### config.mk
export PLATFORM = sky130hd
export DESIGN_NAME = pwm_fade_controller
export DESIGN_NICKNAME = d
export VERILOG_FILES = /design/src/rtl/pwm_ctrl_pkg.sv /design/src/rtl/fade_prescaler.sv /design/src/rtl/pwm_fade_controller.sv
export SDC_FILE = /design/constraint.sdc
export NUM_CORES = 1
export LEC_CHECK = 0
export ABC_AREA = 1
export ABC_CLOCK_PERIOD_IN_PS = 3420
export BUFFER_PORTS_ARGS = -buffer_cell sky130_fd_sc_hd__buf_2
export CAP_MARGIN = 25
export CORE_MARGIN = 2
export CORE_UTILIZATION = 51
export CTS_CLUSTER_DIAMETER = 150
export DETAILED_ROUTE_END_ITERATION = 16
export GPL_TIMING_DRIVEN = 0
export PLACE_DENSITY = 0.83
export SLEW_MARGIN = 25
export SYNTH_ARGS = -nofsm -noshare
export SYNTH_HDL_FRONTEND = slang
export SYNTH_SLANG_ARGS = --single-unit
export TNS_END_PERCENT = 30
### constraint.sdc
create_clock -name clk -period 3.42 [get_ports clk]
set_input_delay 0.171 -clock clk [delete_from_list [all_inputs] [get_ports clk]]
set_output_delay 0.171 -clock clk [all_outputs]
set_load 0.05 [all_outputs]
### src/rtl/pwm_ctrl_pkg.sv
// pwm_ctrl_pkg: shared constants for the PWM fade controller.
//   - Register addresses seen on the SPI write port.
//   - Fade engine state encoding.
package pwm_ctrl_pkg;

  localparam int ADDR_W = 3;

  localparam logic [ADDR_W-1:0] ADDR_EN_OUT_LO = 3'd0;
  localparam logic [ADDR_W-1:0] ADDR_EN_OUT_HI = 3'd1;
  localparam logic [ADDR_W-1:0] ADDR_EN_PWM_LO = 3'd2;
  localparam logic [ADDR_W-1:0] ADDR_EN_PWM_HI = 3'd3;
  localparam logic [ADDR_W-1:0] ADDR_DUTY      = 3'd4;

  typedef enum logic [1:0] {
    IDLE = 2'd0,
    UP   = 2'd1,
    DOWN = 2'd2
  } fade_state_e;

endpackage

### src/rtl/fade_prescaler.sv
// fade_prescaler: tick generator for the fade engine.
//   clk, rst_n : clock, async active-low reset
//   run        : count while high; counter is held at 0 while low
//   div        : tick period minus one (0 = tick every cycle)
//   tick       : high in the cycle where the count equals div
module fade_prescaler #(
  parameter int DIV_W = 16
) (
  input  logic             clk,
  input  logic             rst_n,
  input  logic             run,
  input  logic [DIV_W-1:0] div,
  output logic             tick
);

  logic [DIV_W-1:0] count_q, count_d;

  // div is sampled live; wrapping on >= keeps the counter from running
  // off to 2^DIV_W if div is lowered below the current count.
  always_comb begin
    count_d = count_q;
    if (!run) begin
      count_d = '0;
    end else if (count_q >= div) begin
      count_d = '0;
    end else begin
      count_d = count_q + DIV_W'(1);
    end
  end

  always_ff @(posedge clk or negedge rst_n) begin
    if (!rst_n) count_q <= '0;
    else        count_q <= count_d;
  end

  assign tick = run && (count_q == div);

endmodule

### src/rtl/pwm_fade_controller.sv
// pwm_fade_controller: owns the five PWM configuration registers and
// arbitrates the duty register between SPI writes and a fade engine.
//   clk, rst_n               : clock, async active-low reset
//   spi_wr_valid/addr/data   : SPI register write strobe (addr 0-4 valid)
//   fade_en                  : level, runs the fade engine
//   fade_lo/hi/step/div      : live fade bounds, increment and tick period
//   en_reg_*, pwm_duty_cycle : registered configuration outputs
//   fade_active, fade_dir    : registered engine state (UP=11, DOWN=10,
//                              IDLE=00), doubling as the FSM state view
//   collision                : sticky, SPI duty write met an engine update
module pwm_fade_controller
  import pwm_ctrl_pkg::*;
#(
  parameter int DIV_W = 16
) (
  input  logic             clk,
  input  logic             rst_n,
  input  logic             spi_wr_valid,
  input  logic [2:0]       spi_wr_addr,
  input  logic [7:0]       spi_wr_data,
  input  logic             fade_en,
  input  logic [7:0]       fade_lo,
  input  logic [7:0]       fade_hi,
  input  logic [7:0]       fade_step,
  input  logic [DIV_W-1:0] fade_div,
  output logic [7:0]       en_reg_out_7_0,
  output logic [7:0]       en_reg_out_15_8,
  output logic [7:0]       en_reg_pwm_7_0,
  output logic [7:0]       en_reg_pwm_15_8,
  output logic [7:0]       pwm_duty_cycle,
  output logic             fade_active,
  output logic             fade_dir,
  output logic             collision
);

  fade_state_e state_q, state_d;
  logic [7:0]  duty_q, duty_d;
  logic        collision_q, collision_d;
  logic        active_q, dir_q;
  logic [7:0]  out_lo_q, out_hi_q, pwm_lo_q, pwm_hi_q;

  logic       run, tick, spi_duty_wr;
  logic       eng_wr;
  logic [7:0] eng_duty;
  logic [8:0] sum9, diff9;
  logic [7:0] up_next, down_next;
  logic       bounds_bad;

  // A dropping fade_en stops the prescaler in the same cycle, so a tick
  // coinciding with the deassert never reaches the engine.
  assign run         = (state_q != IDLE) && fade_en;
  assign spi_duty_wr = spi_wr_valid && (spi_wr_addr == ADDR_DUTY);

  fade_prescaler #(.DIV_W(DIV_W)) u_prescaler (
    .clk   (clk),
    .rst_n (rst_n),
    .run   (run),
    .div   (fade_div),
    .tick  (tick)
  );

  // 9-bit arithmetic: bit 8 of sum is overflow, bit 8 of diff is borrow.
  assign sum9       = {1'b0, duty_q} + {1'b0, fade_step};
  assign diff9      = {1'b0, duty_q} - {1'b0, fade_step};
  assign up_next    = (sum9 > {1'b0, fade_hi}) ? fade_hi : sum9[7:0];
  assign down_next  = (diff9[8] || (diff9[7:0] < fade_lo)) ? fade_lo : diff9[7:0];
  assign bounds_bad = (fade_lo >= fade_hi);

  always_comb begin
    state_d     = state_q;
    eng_wr      = 1'b0;
    eng_duty    = duty_q;
    collision_d = collision_q;
    duty_d      = duty_q;

    unique case (state_q)
      IDLE: begin
        if (fade_en) begin
          state_d  = UP;
          eng_wr   = 1'b1;
          eng_duty = fade_lo;
        end
      end
      UP: begin
        if (!fade_en) begin
          state_d = IDLE;
        end else if (tick) begin
          eng_wr = 1'b1;
          if (bounds_bad) begin
            eng_duty = fade_lo;
            state_d  = DOWN;
          end else begin
            eng_duty = up_next;
            if (up_next == fade_hi) state_d = DOWN;
          end
        end
      end
      DOWN: begin
        if (!fade_en) begin
          state_d = IDLE;
        end else if (tick) begin
          eng_wr = 1'b1;
          if (bounds_bad) begin
            eng_duty = fade_lo;
            state_d  = UP;
          end else begin
            eng_duty = down_next;
            if (down_next == fade_lo) state_d = UP;
          end
        end
      end
      default: state_d = IDLE;
    endcase

    // SPI owns the duty register whenever it writes it; a tick-cycle update
    // is thrown away whole (value and direction change) and flagged.
    if (spi_duty_wr) begin
      duty_d = spi_wr_data;
      if (tick) begin
        state_d     = state_q;
        collision_d = 1'b1;
      end
    end else if (eng_wr) begin
      duty_d = eng_duty;
    end
  end

  always_ff @(posedge clk or negedge rst_n) begin
    if (!rst_n) begin
      state_q     <= IDLE;
      duty_q      <= '0;
      collision_q <= 1'b0;
      active_q    <= 1'b0;
      dir_q       <= 1'b0;
    end else begin
      state_q     <= state_d;
      duty_q      <= duty_d;
      collision_q <= collision_d;
      active_q    <= (state_d != IDLE);
      dir_q       <= (state_d == UP);
    end
  end

  always_ff @(posedge clk or negedge rst_n) begin
    if (!rst_n) begin
      out_lo_q <= '0;
      out_hi_q <= '0;
      pwm_lo_q <= '0;
      pwm_hi_q <= '0;
    end else if (spi_wr_valid) begin
      if (spi_wr_addr == ADDR_EN_OUT_LO) out_lo_q <= spi_wr_data;
      if (spi_wr_addr == ADDR_EN_OUT_HI) out_hi_q <= spi_wr_data;
      if (spi_wr_addr == ADDR_EN_PWM_LO) pwm_lo_q <= spi_wr_data;
      if (spi_wr_addr == ADDR_EN_PWM_HI) pwm_hi_q <= spi_wr_data;
    end
  end

  assign en_reg_out_7_0  = out_lo_q;
  assign en_reg_out_15_8 = out_hi_q;
  assign en_reg_pwm_7_0  = pwm_lo_q;
  assign en_reg_pwm_15_8 = pwm_hi_q;
  assign pwm_duty_cycle  = duty_q;
  assign fade_active     = active_q;
  assign fade_dir        = dir_q;
  assign collision       = collision_q;

endmodule

==> results.md, run 1 <==
* Top-level port count at 98
* Unrepaired setup endpoints after global routing: true
* Count of buffers inserted at the top-level ports at 97
* Arrival time at the worst endpoint at between 3000 and 4000 ps
* Leakage component of the power at 3.471 nW
* Pin count of the biggest net entering global routing at 62
* Antenna-violating nets left at 0
* Maximum resistive drop on vdd at approximately 0.64 mV
* Fraction of layout cells with a size suffix above 1 at between 20 and 30%
* Max capacitance violation total at 0
* Synthesis-stage register bit count at 61
* Via count of the first global-routing pass at 4,584
* Layout overhead on the synthesized area at 27.10%
* Design area at 6531 sq um
* Sum Neg Setup Slack at -1528 ps
* Net Sw Frac at 52.02%
* Number of clock buffers inserted by TritonCTS at 9
* Clock buffer depth at 2
* Endpoints failing setup at 12
* Setup crit start kind: register
* Most common cell after layout, fill and taps aside: nand2_1
* Clock insertion delay at the later pin of the skew report at about 330 ps
* Worst rel slew slack at 50.05%
* Leading cell types in the layout, fill and taps excluded: nand2_1 (146), inv_1 (103), buf_2 (96)
* Violated checks: setup timing
* Final critical delay including setup and external delays at ~3600 ps
* Number of antenna violations at the first check in global routing at 0
* Biggest cell delay along the critical path at 430 ps
* Clock network fraction of total power at approximately a tenth
* First-pass GRT wire length at 21.22 mm
* Detailed-route DRC error count at 0
* Number of filler instances in the final layout at 859
* EDFF count, synth at 0
* Nets at approximately 960
* Clock transition at path regs at about 70 ps
* Switching power at between 2 and 3 mW
* Required arrival time at the worst endpoint at 3630 ps
* Final WS setup at -229.8 ps
* Cell at the root of the clock tree: clkbuf_8
* Clk_skew at around 9.7 ps
* Final Hold Fails at 0
* Area leader, netlist: dfrtp_1
* Cell with the biggest individual delay on the critical path: dfrtp_2
* Mean routed wirelength per cell at roughly 14 microns
* Highest fanout seen on the critical path at 5
* Count of different cell masters after synthesis at between 40 and 50
* Die span in y at 104.4 microns
* Detailed-router iteration count before antenna repair at 5
* Number of nets in the synthesized netlist at 819
* Synth top area share at roughly 30%
* Global route total overflow at 0
* Number of H-tree levels at 3
* Die Wd at approximately 100 microns
* Synth Area per Inst at between 7 and 8 sq um
* Ys Warns at 0
* Gate Count Post-Synth at ~700
* Die footprint at between 10,000 and 15,000 sq um
* Worst setup path category: register to register
* Final estimated routing congestion in global placement at just under 1
* Area of the core region at 9774 sq um
* Placed wire-length estimate at approximately 10 mm
* Total standard cell area after synthesis at ~5100 sq um
* Detail-routed via count per cell at between 5 and 6
* Final core utilization at between 60 and 70%
* Post-Route WL at 13.65 mm
* Maximum operating frequency at ~270 MHz
* Initial detailed-routing violation count at roughly 280
* Slew @ Worst Pin at between 700 and 800 ps
* Fraction of registers with async set or reset after synthesis at 100.0%
* CTS sink count at just over 60
* Number of rows in the core area at 36
* Share of total power in sequential cells at 17.8%
* Category of the worst setup path capture point: register
* Hold Path Class: input port to register
* Run status: complete, but fails checks
* Share of the cycle needed by the critical path after routing at 106.7%
* Global-route total usage across every layer at approximately a quarter
* Max-slew violation count at 0
* Synth Flop Type: dfrtp_1
* Effective utilization at floorplan at around 53%
* CTS tree: built
* Vias at about 5,200
* Post-synthesis sequential area ratio at roughly 30%
* Top area cells in the synthesized netlist: dfrtp_1 (30%), ha_1 (15%), nand2_1 (12%)
* Diodes inserted at 0
* Portion of total power attributed to combinational logic at 72.5%
* Power per standard cell area at ~850 nW/um^2
* Library cell appearing most often on the critical path: nand2_1
* Cell Area, Placed at 5811 sq um
* Internal power at about 2.7 mW
[final timing paths]
check / from / endpoint / slack [ps] / cells past startpoint
hold / removal: spi_wr_data[6] / en_reg_out_15_8[6] / 190 / 3
setup / recovery: pwm_duty_cycle[0] / fade_active / -230 / 29
hold reg to reg: en_reg_pwm_15_8[0] / en_reg_pwm_15_8[0] / 480 / 2
setup reg to reg: pwm_duty_cycle[0] / fade_active / -230 / 29
max in group asynchronous: rst_n / pwm_duty_cycle[0] / 2410 / 2
min in group asynchronous: rst_n / en_reg_out_15_8[2] / 460 / 2
[Yosys cell counts (3+ instances only)]
| library cell | n |
|---|---|
| nand3_1 | 33 |
| o211ai_1 | 4 |
| nand4_1 | 38 |
| xor2_1 | 12 |
| nor3_1 | 8 |
| o21ai_1 | 26 |
| xnor2_1 | 3 |
| o21ai_0 | 47 |
| a21oi_1 | 24 |
| a211oi_1 | 3 |
| ha_1 | 60 |
| inv_1 | 109 |
| dfrtp_1 | 61 |
| buf_6 | 7 |
| nor2_1 | 43 |
| buf_4 | 3 |
| nand2_1 | 158 |
| o221ai_1 | 7 |
| a21oi_2 | 5 |
| o21a_1 | 3 |
| nand2_2 | 7 |
| clkbuf_1 | 8 |
[power by group through the flow]
stage	clock [mW]	sequential, mW	combinational, mW
final	0.540	0.995	4.05
after global routing	0.592	1.01	4.40
after CTS	0.557	0.984	3.48
after detailed placement	0	1.00	3.12
after global placement	0	0.998	3.09
after floorplan	0	1.41	1.99
[sequential cells by signal, summed over array words and instances (netlist names)]
name / flops
fade_active: 1
fade_dir: 1
pwm_duty_cycle: 8
en_reg_out_7_0: 8
en_reg_pwm_15_8: 8
u_prescaler.count_q: 16
en_reg_out_15_8: 8
collision: 1
en_reg_pwm_7_0: 8
state_q: 2
[stage by stage]
step / setup WS [ps] / total power, mW / instances / hold WS, ps
2_1_floorplan: 3.765 / 3.408 / 702 / -124.6
3_3_place_gp: -274.7 / 4.089 / 932 / 461.4
3_5_place_dp: -280.0 / 4.123 / 932 / 282.2
4_1_cts: -107.4 / 5.025 / 964 / 185.1
5_1_grt: -454.3 / 5.999 / 977 / 203.7
6_report: -229.8 / 5.582 / 977 / 193.3
[worst max-delay path, delay by kind of cell (launching register included)]
kind                     cells  cell delay, ps
AND/OR/NAND/NOR             17            1530
adder cells (fa/ha/maj)      3             750
flip-flops                   1             430
buffers and inverters        7             610
AO/OA/AOI/OAI                2             190
[timing repair]
item                                    in CTS  in global routing
buffers inserted                            13                 13
pin swaps                                   14                 37
endpoints found under the hold margin       61                  0
endpoints found under the setup margin      12                 12
gates cloned                                 2                  0
gates resized for setup                     29                 48
hold buffers                                 1                  0
[layout make-up]
type	count	area, sq um	share of cell area, %
inverter	113	434.2	6.648
tap	133	166.4	2.548
timing repair buffer	126	726.9	11.13
sequential	61	1533	23.47
clock inverter	5	36.28	0.5556
buffer	20	158.9	2.433
clock buffer	11	131.4	2.011
multi-input combinational	508	3344	51.21
[kinds of logic after synthesis]
logic type      count (synthesis)  share of synthesized area, %
simple gates                  303                         26.71
xor+xnor                       15                         2.557
buf+inv                       133                         11.15
compound gates                128                         14.49
flops                          61                         29.71
fa+ha+maj                      62                         15.39
[metal layers]
metal,vias to the layer above,wire (microns),track usage (%)
met3,29,831,3.446
met2,173,6557,38.84
li1,2603,-,-
met4,0,314,9.846
met5,-,0,0
met1,2346,5950,32.01
(Power assumes the default switching activity.)
==> run 2: changes to the inputs <==
Settings changed: CORE_ASPECT_RATIO set to 1.4, PLACE_DENSITY 0.83 to 0.77.
==> run 2 against run 1 <==
Against the previous run:
- the flow still finishes with violations (setup timing)
- worst setup slack better by 71 ps
- die area up 0.10%
- power up 6.4%
- clock power up 48%
- final cell count up 0.31%
- critical endpoint is now state_q[0]
- largest cell class unchanged
==> results.md, run 2 (same netlist as run 1, synthesis figures left out) <==
* Worst setup path category: register to register
* Arrival time at the worst endpoint at around 3800 ps
* Most common cell after layout, fill and taps aside: nand2_1
* Setup crit start kind: register
* Clock insertion delay at the later pin of the skew report at about 330 ps
* Maximum operating frequency at about 280 MHz
* Die span in y at 122.8 microns
* Detailed-router iteration count before antenna repair at 5
* Detail-routed via count per cell at about 5.5
* Worst rel slew slack at 50.25%
* Area of the core region at ~10000 sq um
* Die footprint at roughly 11,000 sq um
* Endpoints failing setup at 10
* Vias at 5,354
* M1 wire length at 5.605 mm
* Final estimated routing congestion in global placement at approximately 0.93
* Detailed-route DRC error count at 0
* Die Wd at just under 90 microns
* Nets at 957
* Leakage component of the power at 3.521 nW
* Required arrival time at the worst endpoint at about 3600 ps
* Number of clock buffers inserted by TritonCTS at 9
* Violated checks: setup timing
* CTS tree: built
* Mean routed wirelength per cell at 14.78 microns
* Max-slew violation count at 0
* Share of the cycle needed by the critical path after routing at 104.6%
* Global-route total usage across every layer at around a quarter
* Slew @ Worst Pin at roughly 750 ps
* Post-Route WL at around 14 mm
* Final Hold Fails at 0
* Fraction of layout cells with a size suffix above 1 at ~28%
* Number of rows in the core area at 43
* Diodes inserted at 0
* Maximum resistive drop on vdd at just under 0.7 mV
* Launching point of the worst reg2reg path: pwm_duty_cycle[2]
* Highest fanout seen on the critical path at 5
* Final WS setup at -158.8 ps
* Antenna-violating nets left at 0
* Number of antenna violations at the first check in global routing at 0
* Via count of the first global-routing pass at around 5,000
* Clock transition at path regs at about 60 ps
* Run status: complete, but fails checks
* Top-level port count at between 90 and 100
* Power per standard cell area at 897.7 nW/um^2
* Highest routing layer actually used: met4
* Final critical delay including setup and external delays at approximately 3600 ps
* Global route total overflow at 0
* Number of placed instances, taps included at between 900 and 1,000
* Power Total at about 5.9 mW
* Max capacitance violation total at 0
* Hold Path Class: input port to register
* First-pass GRT wire length at ~22 mm
* Clk_skew at roughly 7.2 ps
* Category of the worst setup path capture point: register
* Effective utilization at floorplan at between 50 and 60%
* Unrepaired setup endpoints after global routing: true
* Startpoint of the worst hold path: spi_wr_data[4]
* Count of buffers inserted at the top-level ports at 97
* Routed length on met2 at 7.358 mm
* Met3 Routed Length at around 700 microns
* Setup slack of the most critical reg-to-reg path at -160 ps
* Fin cells at 980
* Max FFs per register at 16
* Largest Register: u_prescaler.count_q
* CTS sink count at between 60 and 70
* Initial detailed-routing violation count at 310
* Layout overhead on the synthesized area at 28.76%
* Start point of the critical path: pwm_duty_cycle[2]
* Pin count of the biggest net entering global routing at 62
* Cell at the root of the clock tree: clkbuf_16
* Placed wire-length estimate at between 10 and 15 mm
* Number of H-tree levels at 3
* Number of filler instances in the final layout at ~830
* Leading cell types in the layout, fill and taps excluded: nand2_1 (144), inv_1 (103), buf_2 (96)
* Clock buffer depth at 2
[run 2: layout make-up]
class	instances	area, sq um	share of cell area [%]
inverters	113	431.7	6.524
multi-input cells	509	3341	50.49
repair buffers	127	726.9	10.99
clock inverters	6	40.04	0.6051
well taps	135	168.9	2.553
flip-flops and latches	61	1531	23.15
clock buffers	10	229.0	3.461
plain buffers	19	147.6	2.231
[run 2: per-stage QoR]
step | util, % | setup WS, ps | TNS, ps | hold slack, ps | instance area (sq um)
floorplan | - | 3.765 | 0 | -124.6 | 5156
global placement | 59.02 | -311.8 | -2766 | 462.3 | 5811
detailed placement | 59.04 | -391.7 | -3456 | 284.9 | 5813
CTS | 65.23 | -93.53 | -431.0 | 199.3 | 6422
global route | 67.20 | -277.6 | -2369 | 233.4 | 6616
finish | 67.20 | -158.8 | -774.1 | 212.2 | 6616
[run 2: what timing repair did]
action	4_1_cts	5_1_grt
endpoints found under the hold margin	61	0
resized for setup	44	30
buffers inserted	18	9
cloned	3	0
hold buffers	1	0
setup endpoints to repair	12	12
pin swaps	22	18
[run 2: layer usage]
metal,global-route usage [%],vias to the layer above
met1,29.92,2483
met2,45.80,205
met3,3.228,55
li1,-,2611
met4,16.10,0
met5,0,-
[run 2: path summary, 6_finish.rpt]
path                                       to  cells after the start
setup / recovery                   state_q[0]                     27
hold / removal             en_reg_out_15_8[4]                      3
max in group asynchronous   pwm_duty_cycle[0]                      2
setup reg to reg                   state_q[0]                     27
hold reg to reg            en_reg_out_15_8[4]                      2
min in group asynchronous   en_reg_pwm_7_0[6]                      2
[run 2: worst max-delay path, stage by stage (launching register included)]
cell	delay, ps
dfrtp_2	440
buf_4	170
ha_1	240
a21oi_2	150
nand2_2	110
buf_4	160
nand3_1	90
nand2_2	100
xor2_2	200
ha_1	300
nand2_2	50
inv_2	50
nand2_1	50
nand2_1	50
nand2_1	60
nand2_2	100
nand2_4	80
buf_6	140
nand4_1	80
nand2_1	80
nor2_2	130
nand2_1	80
o21ai_2	170
nand3_1	100
nand2_1	80
nand2_1	60
nand2_2	90
nand2_1	60
[run 2: power by group]
part	internal, mW	switching (mW)
clock network	0.487	0.311
logic	1.55	2.60
registers	0.867	0.124
total	2.91	3.03
==> run 3: changes to the inputs <==
Settings changed: ABC_AREA 1 to unset.
==> run 3 against run 2 <==
Against the previous run:
- the flow still finishes with violations (setup timing)
- flip-flop and latch count stayed put
- maximum frequency is 6.4% lower
- via count is 14% lower
- largest cell class unchanged
- register-to-register slack worse by 250 ps
- clock-buffer cell count stayed put
- highest routed layer unchanged
- combinational power is 18% lower
- design area is 4.0% lower
- sequential share of layout area is 0.94 points higher
==> results.md, run 3 <==
* Synth Area per Inst at roughly 9.3 sq um
* Cell with the most instances after synthesis: dfrtp_1
* Reg2reg path depth at 17
* Pin count of the biggest net entering global routing at 62
* Worst rel slew slack at approximately 45%
* Fin cells at 810
* Share of total power in sequential cells at a little under a fifth
* Count of different cell masters after synthesis at 68
* Final estimated routing congestion in global placement at just over 0.9
* Highest fanout seen on the critical path at 5
* Most common cell after layout, fill and taps aside: buf_2
* Number of antenna violations at the first check in global routing at 0
* Leakage component of the power at between 3 and 4 nW
* Clk_skew at 4.373 ps
* Launching point of the worst reg2reg path: pwm_duty_cycle[0]
* Design area at about 6400 sq um
* EDFF count, synth at 0
* Final critical delay including setup and external delays at about 3800 ps
* Power per standard cell area at 841.9 nW/um^2
* Switching power at approximately 2.5 mW
* Share of the cycle needed by the critical path after routing at 111.8%
* Via count of the first global-routing pass at between 4,000 and 5,000
* Required arrival time at the worst endpoint at about 3600 ps
* Nets at 787
* Final WS setup at -404.6 ps
* Cell at the root of the clock tree: clkbuf_16
* Synth Flop Type: dfrtp_1
* Max FFs per register at 16
* Number of rows in the core area at 43
* Portion of total power attributed to combinational logic at roughly 63%
* Number of nets in the synthesized netlist at between 600 and 700
* Die Wd at ~89 microns
* Violated checks: setup timing
* Clock network fraction of total power at between 10% and 20%
* Top area cells in the synthesized netlist: dfrtp_1 (30%), ha_1 (15%), mux2_2 (7.0%)
* Power Total at ~5.3 mW
* Antenna-violating nets left at 0
* Placed wire-length estimate at approximately 10 mm
* Detailed-router iteration count before antenna repair at 4
* Maximum operating frequency at about 260 MHz
* Final Hold Fails at 0
* CTS sink count at roughly 60
* Layout overhead on the synthesized area at 23.73%
* Slew @ Worst Pin at 823.8 ps
* Hold Path Class: input port to register
* Diodes inserted at 0
* Max-slew violation count at 0
* Total standard cell area after synthesis at slightly above 5000 sq um
* Number of placed instances, taps included at 784
* Vias at 4,598
* Fraction of layout cells with a size suffix above 1 at a little under a third
* Cell types with the highest counts after synthesis: dfrtp_1 (61), ha_1 (60), inv_1 (50)
* CTS tree: built
* Net Sw Frac at 46.59%
* Die span in y at about 120 microns
* Unrepaired setup endpoints after global routing: true
* Internal power at ~2.9 mW
* Run status: complete, but fails checks
* Max capacitance violation total at 0
* Global-route total usage across every layer at between 20% and 30%
* Initial detailed-routing violation count at about 180
* Die footprint at 10,900 sq um
* Arrival time at the worst endpoint at around 4000 ps
* Gate Count Post-Synth at roughly 550
* First-pass GRT wire length at about 21 mm
* Ys Warns at 0
* Synth top area share at approximately 30%
* Critical path endpoint: fade_active
* Reg-to-Reg End: fade_active
* Clock insertion delay at the later pin of the skew report at approximately 330 ps
* Cell Area, Placed at between 5000 and 6000 sq um
* Post-synthesis sequential area ratio at a little under 30%
* Maximum resistive drop on vdd at roughly 0.61 mV
* Number of H-tree levels at 3
* Effective utilization at floorplan at between 50 and 60%
* Largest Register: u_prescaler.count_q
* Detailed-route DRC error count at 0
* Endpoints failing setup at 12
* Area leader, netlist: dfrtp_1
* Post-Route WL at around 13 mm
* Clock buffer depth at 2
* Area of the core region at 9846 sq um
* Fraction of registers with async set or reset after synthesis at 100.0%
* Worst setup path category: register to register
* Leading cell types in the layout, fill and taps excluded: buf_2 (98), dfrtp_1 (58), ha_1 (55)
* Top-level port count at 98
* Clock transition at path regs at approximately 50 ps
* Mean routed wirelength per cell at roughly 16 microns
* Synthesis-stage register bit count at 61
* Detail-routed via count per cell at between 5 and 6
* Global route total overflow at 0
* Number of clock buffers inserted by TritonCTS at 9
* Count of buffers inserted at the top-level ports at 97
* Setup slack of the most critical reg-to-reg path at -400 ps
* Category of the worst setup path capture point: register
* Start point of the critical path: pwm_duty_cycle[0]
* Setup crit start kind: register
[run 3: changes by cell type after synthesis, sizes merged, moves of 15 or more]
cell / delta
a21oi: -19
mux2: +32
nand4: -33
nand2: -117
inv: -59
xnor2: +25
o21ai: -48
nand3: -15
[run 3: per-stage QoR]
step | hold slack (ps) | utilization [%] | worst slack (ps) | setup TNS (ps)
after floorplan | -124.6 | - | -111.0 | -845.1
after global placement | 447.4 | 59.17 | -334.0 | -3171
after detailed placement | 289.7 | 59.19 | -424.8 | -4192
after CTS | 131.1 | 63.46 | -363.1 | -3619
after global routing | 144.9 | 64.53 | -541.0 | -5789
final | 137.0 | 64.53 | -404.6 | -4165
[run 3: cell type report]
class                      instances  area (sq um)
multi-input combinational        423          3492
fill                             831          3492
sequential                        61          1530
timing repair buffer             107         563.0
buffer                            17         91.34
clock inverter                     6         87.58
inverter                          51         191.4
clock buffer                      10         229.0
tap                              135         168.9
[run 3: critical path, cell delays in order, from the launching register on]
cell,delay (ps)
dfrtp_2,420
ha_4,150
inv_2,30
fa_2,350
or2_4,290
a211oi_4,350
o31ai_4,110
xnor2_2,210
ha_4,250
a211oi_4,220
o211ai_1,120
o211ai_1,300
o311ai_4,200
buf_4,190
nor2b_1,90
o21ai_1,90
a2bb2oi_2,180
nand2b_4,150
[run 3: worst min path at each step]
stage,slack (ps),start,to,cells after the start
finish,140,spi_wr_data[0],en_reg_pwm_15_8[0],2
floorplan,-120,rst_n,collision,0
CTS,130,spi_wr_data[0],en_reg_pwm_15_8[0],2
global placement,450,collision,collision,1
global route,140,spi_wr_data[0],en_reg_out_15_8[0],2
detailed placement,290,rst_n,u_prescaler.count_q[2],1
[run 3: power groups by stage]
stage                     logic [mW]  clock network [mW]  registers, mW
after floorplan                 1.83                   0           1.48
after global placement          2.91                   0           1.02
after detailed placement        2.98                   0           1.02
after CTS                       3.19               0.965           1.01
after global routing            3.66               0.992           1.03
final                           3.39               0.945           1.01
[run 3: per-layer routing]
metal	global-route usage [%]	vias up	part of all wire (%)	wire [microns]
li1	-	2205	-	-
met1	27.96	2223	40	5294
met2	44.17	137	52	6945
met3	3.968	33	4.3	576
met4	13.16	0	3.8	500
met5	0	-	0	0
[run 3: cell families (layout without fill, tap and decap cells)]
logic type | after synthesis | in the layout | share of synthesized area, %
and+or+nand+nor | 161 | 161 | 16.01
AOI/OAI and AO/OA | 121 | 121 | 17.35
xor gates and xnor gates | 41 | 41 | 7.944
adders and majority gates | 62 | 62 | 15.40
buffers and inverters | 68 | 191 | 5.385
DFF | 61 | 61 | 29.73
muxes | 38 | 38 | 8.187
[run 3: what timing repair did]
| action | CTS | global route |
|---|---|---|
| setup buffers | 6 | 2 |
| cloned | 1 | 0 |
| endpoints found under the hold margin | 61 | 0 |
| hold buffers | 1 | 0 |
| gates resized for setup | 8 | 19 |
| pin swaps | 4 | 5 |
| endpoints found under the setup margin | 12 | 12 |
